[src/rtl/clock_divider_mc_if.sv]
// AXI4-Lite slave bus bundle for the multi-channel clock divider.
// Signal names mirror the S_AXI_* names of the register interface.
interface clock_divider_mc_if #(
  parameter int ADDR_W = 7,
  parameter int DATA_W = 32
);
  logic [ADDR_W-1:0]   AWADDR;
  logic                AWVALID;
  logic                AWREADY;
  logic [DATA_W-1:0]   WDATA;
  logic [DATA_W/8-1:0] WSTRB;
  logic                WVALID;
  logic                WREADY;
  logic [1:0]          BRESP;
  logic                BVALID;
  logic                BREADY;
  logic [ADDR_W-1:0]   ARADDR;
  logic                ARVALID;
  logic                ARREADY;
  logic [DATA_W-1:0]   RDATA;
  logic [1:0]          RRESP;
  logic                RVALID;
  logic                RREADY;

  modport slave (
    input  AWADDR, AWVALID, WDATA, WSTRB, WVALID, BREADY, ARADDR, ARVALID, RREADY,
    output AWREADY, WREADY, BRESP, BVALID, ARREADY, RDATA, RRESP, RVALID
  );

  modport master (
    output AWADDR, AWVALID, WDATA, WSTRB, WVALID, BREADY, ARADDR, ARVALID, RREADY,
    input  AWREADY, WREADY, BRESP, BVALID, ARREADY, RDATA, RRESP, RVALID
  );
endinterface

[src/rtl/clock_divider_mc.sv]
// Multi-channel AXI4-Lite programmable clock divider.
// Each channel keeps AXI-visible (programmed) PERIOD/HIGH values and a set of
// active values used by its counter; active values only change at a period
// wrap, on a SYNC restart, or while the channel is stopped, so no runt pulses.
// The bus interface parameters must match C_S_AXI_ADDR_WIDTH/DATA_WIDTH.
module clock_divider_mc #(
  parameter int NUM_CH             = 4,
  parameter int CNT_WIDTH          = 16,
  parameter int C_S_AXI_DATA_WIDTH = 32,
  parameter int C_S_AXI_ADDR_WIDTH = 7
) (
  input  logic              ACLK,
  input  logic              ARESETN,
  clock_divider_mc_if.slave s_axi,
  output logic [NUM_CH-1:0] clk_out,
  output logic [NUM_CH-1:0] tick
);

  localparam int DW = C_S_AXI_DATA_WIDTH;
  localparam int WW = C_S_AXI_ADDR_WIDTH - 2;
  localparam logic [WW-1:0] A_CTRL   = WW'(0);
  localparam logic [WW-1:0] A_STATUS = WW'(1);
  localparam logic [WW-1:0] A_SYNC   = WW'(2);
  localparam logic [CNT_WIDTH-1:0] ONE = CNT_WIDTH'(1);

  logic                 wr_ready_q;
  logic                 bvalid_q;
  logic                 arready_q;
  logic                 rvalid_q;
  logic [DW-1:0]        rdata_q;
  logic [DW-1:0]        rdata_d;
  logic [NUM_CH-1:0]    ctrl_q;
  logic [NUM_CH-1:0]    sync_q;
  logic [NUM_CH-1:0]    status;
  logic [CNT_WIDTH-1:0] per_q  [NUM_CH];
  logic [CNT_WIDTH-1:0] high_q [NUM_CH];
  logic [NUM_CH-1:0]    wr_per_hit;
  logic [NUM_CH-1:0]    wr_high_hit;
  logic [NUM_CH-1:0]    rd_per_hit;
  logic [NUM_CH-1:0]    rd_high_hit;
  logic [WW-1:0]        wr_word;
  logic [WW-1:0]        rd_word;
  logic [DW-1:0]        wmask;
  logic                 wr_en;
  logic                 rd_en;
  logic                 unused_bits;

  // Byte lanes are word-aligned; the two low address bits carry no meaning.
  assign wr_word = s_axi.AWADDR[C_S_AXI_ADDR_WIDTH-1:2];
  assign rd_word = s_axi.ARADDR[C_S_AXI_ADDR_WIDTH-1:2];
  assign wr_en   = wr_ready_q & s_axi.AWVALID & s_axi.WVALID;
  assign rd_en   = arready_q & s_axi.ARVALID;

  assign s_axi.AWREADY = wr_ready_q;
  assign s_axi.WREADY  = wr_ready_q;
  assign s_axi.BRESP   = 2'b00;
  assign s_axi.BVALID  = bvalid_q;
  assign s_axi.ARREADY = arready_q;
  assign s_axi.RDATA   = rdata_q;
  assign s_axi.RRESP   = 2'b00;
  assign s_axi.RVALID  = rvalid_q;

  // Register bits that can never hold data above the counter width.
  assign unused_bits = ^{s_axi.AWADDR[1:0], s_axi.ARADDR[1:0],
                         s_axi.WDATA[DW-1:CNT_WIDTH], wmask[DW-1:CNT_WIDTH]};

  genvar gi;

  // Expand WSTRB into a per-bit write mask.
  for (gi = 0; gi < DW / 8; gi++) begin : g_wmask
    assign wmask[8*gi +: 8] = {8{s_axi.WSTRB[gi]}};
  end

  // Per-channel address decode: PERIOD_i at word 8+2i, HIGH_i at word 9+2i.
  for (gi = 0; gi < NUM_CH; gi++) begin : g_dec
    assign wr_per_hit[gi]  = (wr_word == WW'(8 + 2 * gi));
    assign wr_high_hit[gi] = (wr_word == WW'(9 + 2 * gi));
    assign rd_per_hit[gi]  = (rd_word == WW'(8 + 2 * gi));
    assign rd_high_hit[gi] = (rd_word == WW'(9 + 2 * gi));
  end

  // AXI handshakes: one-cycle ready pulses, responses held until accepted.
  always_ff @(posedge ACLK or negedge ARESETN) begin
    if (!ARESETN) begin
      wr_ready_q <= 1'b0;
      bvalid_q   <= 1'b0;
      arready_q  <= 1'b0;
      rvalid_q   <= 1'b0;
      rdata_q    <= '0;
    end else begin
      wr_ready_q <= !wr_ready_q && s_axi.AWVALID && s_axi.WVALID && !bvalid_q;
      if (wr_en) begin
        bvalid_q <= 1'b1;
      end else if (s_axi.BREADY) begin
        bvalid_q <= 1'b0;
      end
      arready_q <= !arready_q && s_axi.ARVALID && !rvalid_q;
      if (rd_en) begin
        rvalid_q <= 1'b1;
        rdata_q  <= rdata_d;
      end else if (s_axi.RREADY) begin
        rvalid_q <= 1'b0;
      end
    end
  end

  // Read mux; sampled on the same edge as any write, so reads see old values.
  always_comb begin
    rdata_d = '0;
    if (rd_word == A_CTRL) begin
      rdata_d = DW'(ctrl_q);
    end else if (rd_word == A_STATUS) begin
      rdata_d = DW'(status);
    end
    for (int i = 0; i < NUM_CH; i++) begin
      if (rd_per_hit[i]) rdata_d = DW'(per_q[i]);
      if (rd_high_hit[i]) rdata_d = DW'(high_q[i]);
    end
  end

  // Programmed registers with byte-strobe merge; SYNC is a one-cycle pulse.
  always_ff @(posedge ACLK or negedge ARESETN) begin
    if (!ARESETN) begin
      ctrl_q <= '0;
      sync_q <= '0;
      for (int i = 0; i < NUM_CH; i++) begin
        per_q[i]  <= ONE;
        high_q[i] <= ONE;
      end
    end else begin
      sync_q <= '0;
      if (wr_en) begin
        if (wr_word == A_CTRL) begin
          ctrl_q <= (ctrl_q & ~wmask[NUM_CH-1:0]) | (s_axi.WDATA[NUM_CH-1:0] & wmask[NUM_CH-1:0]);
        end
        if (wr_word == A_SYNC) begin
          sync_q <= s_axi.WDATA[NUM_CH-1:0] & wmask[NUM_CH-1:0];
        end
        for (int i = 0; i < NUM_CH; i++) begin
          if (wr_per_hit[i]) begin
            per_q[i] <= (per_q[i] & ~wmask[CNT_WIDTH-1:0]) | (s_axi.WDATA[CNT_WIDTH-1:0] & wmask[CNT_WIDTH-1:0]);
          end
          if (wr_high_hit[i]) begin
            high_q[i] <= (high_q[i] & ~wmask[CNT_WIDTH-1:0]) | (s_axi.WDATA[CNT_WIDTH-1:0] & wmask[CNT_WIDTH-1:0]);
          end
        end
      end
    end
  end

  // Divider channels.
  for (gi = 0; gi < NUM_CH; gi++) begin : g_ch
    logic [CNT_WIDTH-1:0] cnt_q;
    logic [CNT_WIDTH-1:0] cnt_d;
    logic [CNT_WIDTH-1:0] act_per_q;
    logic [CNT_WIDTH-1:0] act_per_d;
    logic [CNT_WIDTH-1:0] act_high_q;
    logic [CNT_WIDTH-1:0] act_high_d;
    logic                 run_q;
    logic                 clk_q;
    logic                 tick_q;
    logic                 restart;
    logic                 wrap;

    // A channel restarts on its first enabled cycle or on SYNC while enabled.
    assign restart = !run_q || sync_q[gi];
    assign wrap    = (cnt_q == act_per_q);

    // Next counter value and the shadow-to-active reload at period boundaries.
    always_comb begin
      act_per_d  = act_per_q;
      act_high_d = act_high_q;
      cnt_d      = '0;
      if (!ctrl_q[gi] || restart || wrap) begin
        act_per_d  = per_q[gi];
        act_high_d = high_q[gi];
      end
      if (ctrl_q[gi] && !restart && !wrap) begin
        cnt_d = cnt_q + ONE;
      end
    end

    // Counter, active values and registered clk_out/tick/status.
    always_ff @(posedge ACLK or negedge ARESETN) begin
      if (!ARESETN) begin
        cnt_q      <= '0;
        act_per_q  <= ONE;
        act_high_q <= ONE;
        run_q      <= 1'b0;
        clk_q      <= 1'b0;
        tick_q     <= 1'b0;
      end else begin
        cnt_q      <= cnt_d;
        act_per_q  <= act_per_d;
        act_high_q <= act_high_d;
        run_q      <= ctrl_q[gi];
        clk_q      <= ctrl_q[gi] && (cnt_d < act_high_d);
        tick_q     <= ctrl_q[gi] && (cnt_d == '0);
      end
    end

    assign clk_out[gi] = clk_q;
    assign tick[gi]    = tick_q;
    assign status[gi]  = run_q;
  end

endmodule

[src/flat_wrapper.sv]
// flat-port wrapper written by rule: the top's interface ports become plain ports
module clock_divider_mc_flat 
#(
  parameter int NUM_CH             = 4,
  parameter int CNT_WIDTH          = 16,
  parameter int C_S_AXI_DATA_WIDTH = 32,
  parameter int C_S_AXI_ADDR_WIDTH = 7
)
  (ACLK, ARESETN, clk_out, tick, s_axi_AWADDR, s_axi_AWVALID, s_axi_WDATA, s_axi_WSTRB, s_axi_WVALID, s_axi_BREADY, s_axi_ARADDR, s_axi_ARVALID, s_axi_RREADY, s_axi_AWREADY, s_axi_WREADY, s_axi_BRESP, s_axi_BVALID, s_axi_ARREADY, s_axi_RDATA, s_axi_RRESP, s_axi_RVALID);
  clock_divider_mc_if #(.ADDR_W(7), .DATA_W(32)) s_axi_i ();
  input  logic ACLK;
  input  logic ARESETN;
  output logic [NUM_CH-1:0] clk_out;
  output logic [NUM_CH-1:0] tick;
  input wire logic [$bits(s_axi_i.AWADDR)-1:0] s_axi_AWADDR;
  input wire logic [$bits(s_axi_i.AWVALID)-1:0] s_axi_AWVALID;
  input wire logic [$bits(s_axi_i.WDATA)-1:0] s_axi_WDATA;
  input wire logic [$bits(s_axi_i.WSTRB)-1:0] s_axi_WSTRB;
  input wire logic [$bits(s_axi_i.WVALID)-1:0] s_axi_WVALID;
  input wire logic [$bits(s_axi_i.BREADY)-1:0] s_axi_BREADY;
  input wire logic [$bits(s_axi_i.ARADDR)-1:0] s_axi_ARADDR;
  input wire logic [$bits(s_axi_i.ARVALID)-1:0] s_axi_ARVALID;
  input wire logic [$bits(s_axi_i.RREADY)-1:0] s_axi_RREADY;
  output wire logic [$bits(s_axi_i.AWREADY)-1:0] s_axi_AWREADY;
  output wire logic [$bits(s_axi_i.WREADY)-1:0] s_axi_WREADY;
  output wire logic [$bits(s_axi_i.BRESP)-1:0] s_axi_BRESP;
  output wire logic [$bits(s_axi_i.BVALID)-1:0] s_axi_BVALID;
  output wire logic [$bits(s_axi_i.ARREADY)-1:0] s_axi_ARREADY;
  output wire logic [$bits(s_axi_i.RDATA)-1:0] s_axi_RDATA;
  output wire logic [$bits(s_axi_i.RRESP)-1:0] s_axi_RRESP;
  output wire logic [$bits(s_axi_i.RVALID)-1:0] s_axi_RVALID;
  assign s_axi_i.AWADDR = s_axi_AWADDR;
  assign s_axi_i.AWVALID = s_axi_AWVALID;
  assign s_axi_i.WDATA = s_axi_WDATA;
  assign s_axi_i.WSTRB = s_axi_WSTRB;
  assign s_axi_i.WVALID = s_axi_WVALID;
  assign s_axi_i.BREADY = s_axi_BREADY;
  assign s_axi_i.ARADDR = s_axi_ARADDR;
  assign s_axi_i.ARVALID = s_axi_ARVALID;
  assign s_axi_i.RREADY = s_axi_RREADY;
  assign s_axi_AWREADY = s_axi_i.AWREADY;
  assign s_axi_WREADY = s_axi_i.WREADY;
  assign s_axi_BRESP = s_axi_i.BRESP;
  assign s_axi_BVALID = s_axi_i.BVALID;
  assign s_axi_ARREADY = s_axi_i.ARREADY;
  assign s_axi_RDATA = s_axi_i.RDATA;
  assign s_axi_RRESP = s_axi_i.RRESP;
  assign s_axi_RVALID = s_axi_i.RVALID;
  clock_divider_mc #(.NUM_CH(NUM_CH), .CNT_WIDTH(CNT_WIDTH), .C_S_AXI_DATA_WIDTH(C_S_AXI_DATA_WIDTH), .C_S_AXI_ADDR_WIDTH(C_S_AXI_ADDR_WIDTH)) u_core (.ACLK(ACLK), .ARESETN(ARESETN), .s_axi(s_axi_i), .clk_out(clk_out), .tick(tick));
endmodule
[config.mk]
export PLATFORM = sky130hd
export DESIGN_NAME = clock_divider_mc_flat
export DESIGN_NICKNAME = d
export VERILOG_FILES = /design/src/rtl/clock_divider_mc_if.sv /design/src/rtl/clock_divider_mc.sv /design/src/flat_wrapper.sv
export SDC_FILE = /design/constraint.sdc
export NUM_CORES = 1
export LEC_CHECK = 0
export ABC_AREA = 1
export CELL_PAD_IN_SITES_DETAIL_PLACEMENT = 1
export CELL_PAD_IN_SITES_GLOBAL_PLACEMENT = 2
export CORE_UTILIZATION = 35
export CTS_CLUSTER_SIZE = 14
export DETAILED_ROUTE_END_ITERATION = 8
export DONT_BUFFER_PORTS = 1
export GPL_ROUTABILITY_DRIVEN = 0
export PLACE_DENSITY = 0.78
export SLEW_MARGIN = 20
export SYNTH_ARGS = -nofsm -noshare
export SYNTH_HDL_FRONTEND = slang
export SYNTH_SLANG_ARGS = --single-unit
[constraint.sdc]
create_clock -name ACLK -period 2.3 [get_ports ACLK]
set_input_delay 0 -clock ACLK [delete_from_list [all_inputs] [get_ports ACLK]]
set_output_delay 0 -clock ACLK [all_outputs]
set_load 0.01 [all_outputs]
# ---- Word level (Yosys, flattened, before mapping)
# Index checks and enable logic that the tools add are counted.
dict set report word_totals {
  ff_bits 376
  output_inout_bits 49
  inputBits 57
  wordCells 188
}
dict set report classes {
  eq_ne 22
  n_lt_le_gt_ge 4
  n_reduce_logical 70
  n_bitwise 25
  n_addsub 4
  n_mux 24
}
# op n
set ops {}
lappend ops {{32-bit 2-to-1 mux} 9}
lappend ops {{16-bit AND} 9}
lappend ops {{16-bit 2-to-1 mux} 8}
lappend ops {{16-bit OR} 8}
lappend ops {{5-bit by 4-bit equality test with 1-bit output, second input constant} 16}
lappend ops {{16-bit by 1-bit adder with 16-bit output, second input constant} 4}
lappend ops {{16-bit equality test} 4}
lappend ops {{16-bit logical NOT} 4}
lappend ops {{16-bit < comparator} 4}
lappend ops {{1-bit logical AND} 21}
lappend ops {{1-bit logical NOT} 20}
lappend ops {{2-bit AND reduction} 9}
lappend ops {{16-bit NOT} 1}
lappend ops {{1-bit logical OR} 12}
lappend ops {{4-bit 2-to-1 mux} 3}
lappend ops {{5-bit logical NOT} 2}
lappend ops {{4-bit AND} 2}
lappend ops {{5-bit by 1-bit equality test with 1-bit output, second input constant} 1}
lappend ops {{5-bit by 2-bit equality test with 1-bit output, second input constant} 1}
lappend ops {{1-bit 2-to-1 mux} 4}
lappend ops {{4-bit NOT} 1}
lappend ops {{4-bit OR} 1}
lappend ops {{2-bit nonzero test} 2}
lappend ops {{1-bit AND} 3}

# ---- Longest topological paths before layout
dict set report depth {
  ltp_word 11
  ltp_mapped 21
}

# ---- Least setup slack after synthesis
# Ideal clock, no wire load.
dict set report synth_timing {
  path_kind {flip-flop to flip-flop}
  startpoint {reg u_core.g_ch[2].act_per_q[0]}
  endpoint {reg u_core.g_ch[2].clk_q}
  n_path_buf 1
  stages_incl_launch_ff 20
  path_slack_ps -181
  synth_period_minus_slack_ps 2481
  arrival_time_ps 2403
  path_cell_list {dfstp_2 > inv_1 > nand2_1 > nand2_1 > nor2_1 > nand2_1 > nor2_1 > nand2_1 > nand2_2 > inv_2 > clkbuf_1 > or2_2 > o21ai_2 > ha_1 > a21oi_1 > nor2_1 > a211oi_1 > o21a_1 > o21ai_0 > a21oi_1}
}
dict set report synth_between {
  elab_chain_cells 6
}
# element line_no
set synth_rtl {}
lappend synth_rtl {{from (decl)} clock_divider_mc.sv:155} ;# logic [CNT_WIDTH-1:0] act_per_q;
lappend synth_rtl {{from (signal assigned)} clock_divider_mc.sv:194} ;# act_per_q <= act_per_d;
lappend synth_rtl {{16-bit equality test *} clock_divider_mc.sv:167} ;# assign wrap = (cnt_q == act_per_q);
lappend synth_rtl {{1-bit logical NOT} clock_divider_mc.sv:178} ;# if (ctrl_q[gi] && !restart && !wrap) begin
lappend synth_rtl {{1-bit logical AND} clock_divider_mc.sv:178}
lappend synth_rtl {{16-bit 2-to-1 mux} clock_divider_mc.sv:178}
lappend synth_rtl {{16-bit < comparator *} clock_divider_mc.sv:197} ;# clk_q <= ctrl_q[gi] && (cnt_d < act_high_d);
lappend synth_rtl {{1-bit logical AND *} clock_divider_mc.sv:197}
lappend synth_rtl {{to (signal assigned)} clock_divider_mc.sv:197}
lappend synth_rtl {{to (decl)} clock_divider_mc.sv:160} ;# logic clk_q;
# Mark *: on every way between the ends. The rest lies on a longest branch, timed or not.
# A chain may end at the register's enable or synchronous reset.

# ---- Worst setup path after layout
# Same ends and word-level chain as after synthesis.

==> impl_metrics.env <==
export IMPL_hold_ws_ns=-0.851
export IMPL_r2r_cells=18
export IMPL_leakage_nw=12.6
export IMPL_die_y_um=230
export IMPL_power_internal_mw=11.2
export IMPL_busiest_layer="met2"
export IMPL_grt_usage_pct=24.6
export IMPL_power_share_clock_pct=50.4
export IMPL_finalInstanceArea_mm2=0.0247
export IMPL_synth_flop_cell="dfrtp_1"
export IMPL_met2_usage_pct=42.2
export IMPL_min_period_ns=2.72
export IMPL_rsz0062_at_grt="yes"
export IMPL_ys_ff_latch=360
export IMPL_placed_area_mm2=0.0212
export IMPL_grt_use_met1_pct=30.9
export IMPL_required_ns=2.80
export IMPL_clk_latency_ns=0.59
export IMPL_ioPinCount=106
export IMPL_layout_drive_gt1_share_pct=27.5
export IMPL_port_buffers=0
export IMPL_finalNetCount=2808
export IMPL_finalMaxSlewViolations=0
export IMPL_p_per_area_mw_per_mm2=595
export IMPL_vias=16800
export IMPL_placed_cells=3230
export IMPL_core_area_mm2=0.0513
export IMPL_grt_pass1_wl_um=100000
export IMPL_drc_errors=0
export IMPL_antenna_found_initial=0
export IMPL_ys_seq_area_share_pct=49.6
export IMPL_grt_max_degree=361
export IMPL_pwr_share_comb_pct=5.0
export IMPL_clock_skew_ns=0.0260
export IMPL_holdCritPathClass="in -> async"
export IMPL_pwr_share_seq_pct=44.7
export IMPL_ys_warn_count=0
export IMPL_clkTransAtPathRegs_ns=0.06
export IMPL_hold_viol_final=371
export IMPL_grt_util_met3_pct=3.52
export IMPL_crit_type="reg -> reg"
export IMPL_rrSetupSlack_ns=-0.42
export IMPL_cp_start_kind="flip-flop"
export IMPL_synth_cell_types=45
export IMPL_numCtsBuffers=43
export IMPL_power_switching_mw=3.48
export IMPL_finalCritPeriodShare_pct=118
export IMPL_fin_util_pct=48.2
export IMPL_ir_drop_mv=0.462
export IMPL_grt_pass1_vias=18000
export IMPL_maxCapViolations=0
export IMPL_cts_htree_levels=2
export IMPL_dr_first_iter_drc_count=958
export IMPL_clockBufferDepth=3
export IMPL_routed_wl_um=66000
export IMPL_cts_tree="built"
export IMPL_final_common_cell="nand2_1"
export IMPL_die_area_mm2=0.0529
export IMPL_fillers=6109
export IMPL_worstPathMaxFanout=4
export IMPL_dpl_hpwl_um=46500
export IMPL_synth_area_mm2=0.0182
export IMPL_p_sw_share_pct=23.7
export IMPL_worst_slew_margin_rel_pct=24.1
export IMPL_final_antenna_net_count=0
export IMPL_synth_edf_count=0
export IMPL_drt_first_pass_iters=5
export IMPL_dieWidth_um=230
export IMPL_violations="negative hold slack, negative setup slack"
export IMPL_cp_arrival_ns=3.22
export IMPL_worstMarginPinSlew_ns=1.14
export IMPL_vias_per_cell=4.94
export IMPL_stdcell_count=3403
export IMPL_status="finished with violations"
export IMPL_cts_sinks=360
export IMPL_setup_ws_ns=-0.418
export IMPL_avgSynthCellArea_um2=8.01
export IMPL_syn_inst=2272
export IMPL_async_flop_share_pct=100
export IMPL_layout_common_cells="nand2_1, buf_4, dfrtp_1"
export IMPL_cts_root_buf="clkbuf_16"
export IMPL_area_growth_pct=35.8
export IMPL_start_util_pct=35.5
export IMPL_r2r_start="u_core.g_ch[2].act_per_q[0]"
export IMPL_finalSetupViolCount=6
export IMPL_reg2reg_to="u_core.g_ch[2].clk_q"
export IMPL_end_kind="flip-flop"
export IMPL_row_count=83
export IMPL_setup_tns_final_ns=-1.59
export IMPL_fmax_mhz=368
export IMPL_gr_total_overflow=0
export IMPL_wl_per_cell_um=19.4
==> cells in the mapped netlist, types with 2 or more instances <==
cell type    n  area [µm²]
nand2_1    666        2500
dfrtp_1    344        8610
inv_1      305        1140
o21ai_0    265        1330
nor2_1     135         507
ha_1        64         801
nand3_1     63         315
a21oi_1     49         245
clkbuf_1    34         128
o21ai_1     34         170
buf_4       31         233
nor3_1      28         140
inv_2       25        93.8
nand4_1     25         156
or2_2       21         131
buf_2       18        90.1
o21ai_2     17         149
dfstp_2     16         420
nor2_2      14        87.6
a211oi_1    12        90.1
xor2_1      12         105
a221oi_1    11        96.3
or2_0       11        68.8
o211ai_1     9        67.6
nor3_2       8        80.1
nand2_2      7        43.8
nor4_1       7        43.8
or2_1        6        37.5
o21a_1       5        37.5
and2_1       4        25.0
buf_6        4        45.0
nand3_2      3        30.0
nand3b_1     3        22.5
nor4_2       3        37.5
nand2_4      2        22.5
nand4_2      2        25.0
==> power groups by stage <==
stage | Combinational, mW | Clock, mW | Sequential (mW)
global placement | 0.561 | 0 | 6.67
detailed placement | 0.583 | 0 | 6.68
floorplan | 0.369 | 0 | 6.64
global route | 0.805 | 7.72 | 6.58
CTS | 0.679 | 7.56 | 6.57
finish | 0.731 | 7.41 | 6.57
==> per-stage QoR <==
| stage | worst slack, ns | total power, mW |
|---|---|---|
| floorplan | -0.157 | 7.01 |
| CTS | -0.323 | 14.8 |
| global route | -0.688 | 15.1 |
| finish | -0.418 | 14.7 |
| detailed placement | -0.461 | 7.26 |
| global placement | -0.297 | 7.24 |
==> area by class of cell <==
| type | instances | area (µm²) | area share (%) |
|---|---|---|---|
| multi-input combinational | 1513 | 8430 | 34.1 |
| antenna | 2 | 5.00 | 0.0203 |
| clock inverter | 21 | 283 | 1.14 |
| timing repair inverter | 1 | 7.51 | 0.0304 |
| inverter | 330 | 1260 | 5.09 |
| tap | 680 | 851 | 3.44 |
| sequential | 360 | 9030 | 36.6 |
| timing repair buffer | 438 | 3590 | 14.5 |
| clock buffer | 58 | 1240 | 5.03 |
==> worst max path at each step <==
stage | from | end | slack, ns | depth (start not counted)
floorplan | u_core.g_ch[2].act_per_q[0] | u_core.g_ch[2].clk_q | -0.16 | 19
global placement | u_core.g_ch[1].cnt_q[9] | u_core.g_ch[1].clk_q | -0.30 | 18
detailed placement | u_core.g_ch[1].cnt_q[9] | u_core.g_ch[1].clk_q | -0.46 | 18
CTS | u_core.g_ch[0].act_per_q[0] | u_core.g_ch[0].clk_q | -0.32 | 18
global route | u_core.g_ch[2].act_per_q[0] | u_core.g_ch[2].clk_q | -0.69 | 18
finish | u_core.g_ch[2].act_per_q[0] | u_core.g_ch[2].clk_q | -0.42 | 18
==> metal layers <==
metal  routed length, µm  part of all wire, %
met5                   0                    0
met3                2580                  3.9
met2               32800                   50
met4                2460                  3.7
met1               28100                   43
==> cells by family (layout without fill, tap and decap cells) <==
logic type / Yosys count / after routing / synth area share (%)
buf+inv: 418 / 848 / 9.55
fa+ha+maj: 64 / 64 / 4.40
xor+xnor: 12 / 12 / 0.578
other cells: 1 / 22 / 0.0206
simple gates: 1012 / 1012 / 23.7
compound gates: 405 / 405 / 12.1
flops: 360 / 360 / 49.6
==> worst max-delay path: stages, from the launching register on <==
cell and delay [ns]:
dfstp_2 0.54, inv_2 0.04, nand2_1 0.05, nand2_1 0.06
nor2_1 0.15, nand2_1 0.09, nor2_1 0.11, nand2_1 0.12
nand2_4 0.15, clkinvlp_4 0.13, or2_4 0.27, o21ai_4 0.07
ha_4 0.22, nand2_2 0.08, nor2_2 0.05, a211oi_2 0.19
o21a_1 0.16, o21ai_2 0.06, a21oi_2 0.11
==> repair_timing <==
| action | 4_1_cts | 5_1_grt |
|---|---|---|
| hold endpoints to repair | 505 | 400 |
| buffers inserted | 24 | 31 |
| pin swaps | 31 | 79 |
| hold buffers | 35 | 2 |
| setup endpoints to repair | 7 | 42 |
| resized for setup | 88 | 157 |
| gates cloned | 3 | 2 |
Note: power is estimated with default switching activity, not from simulation.
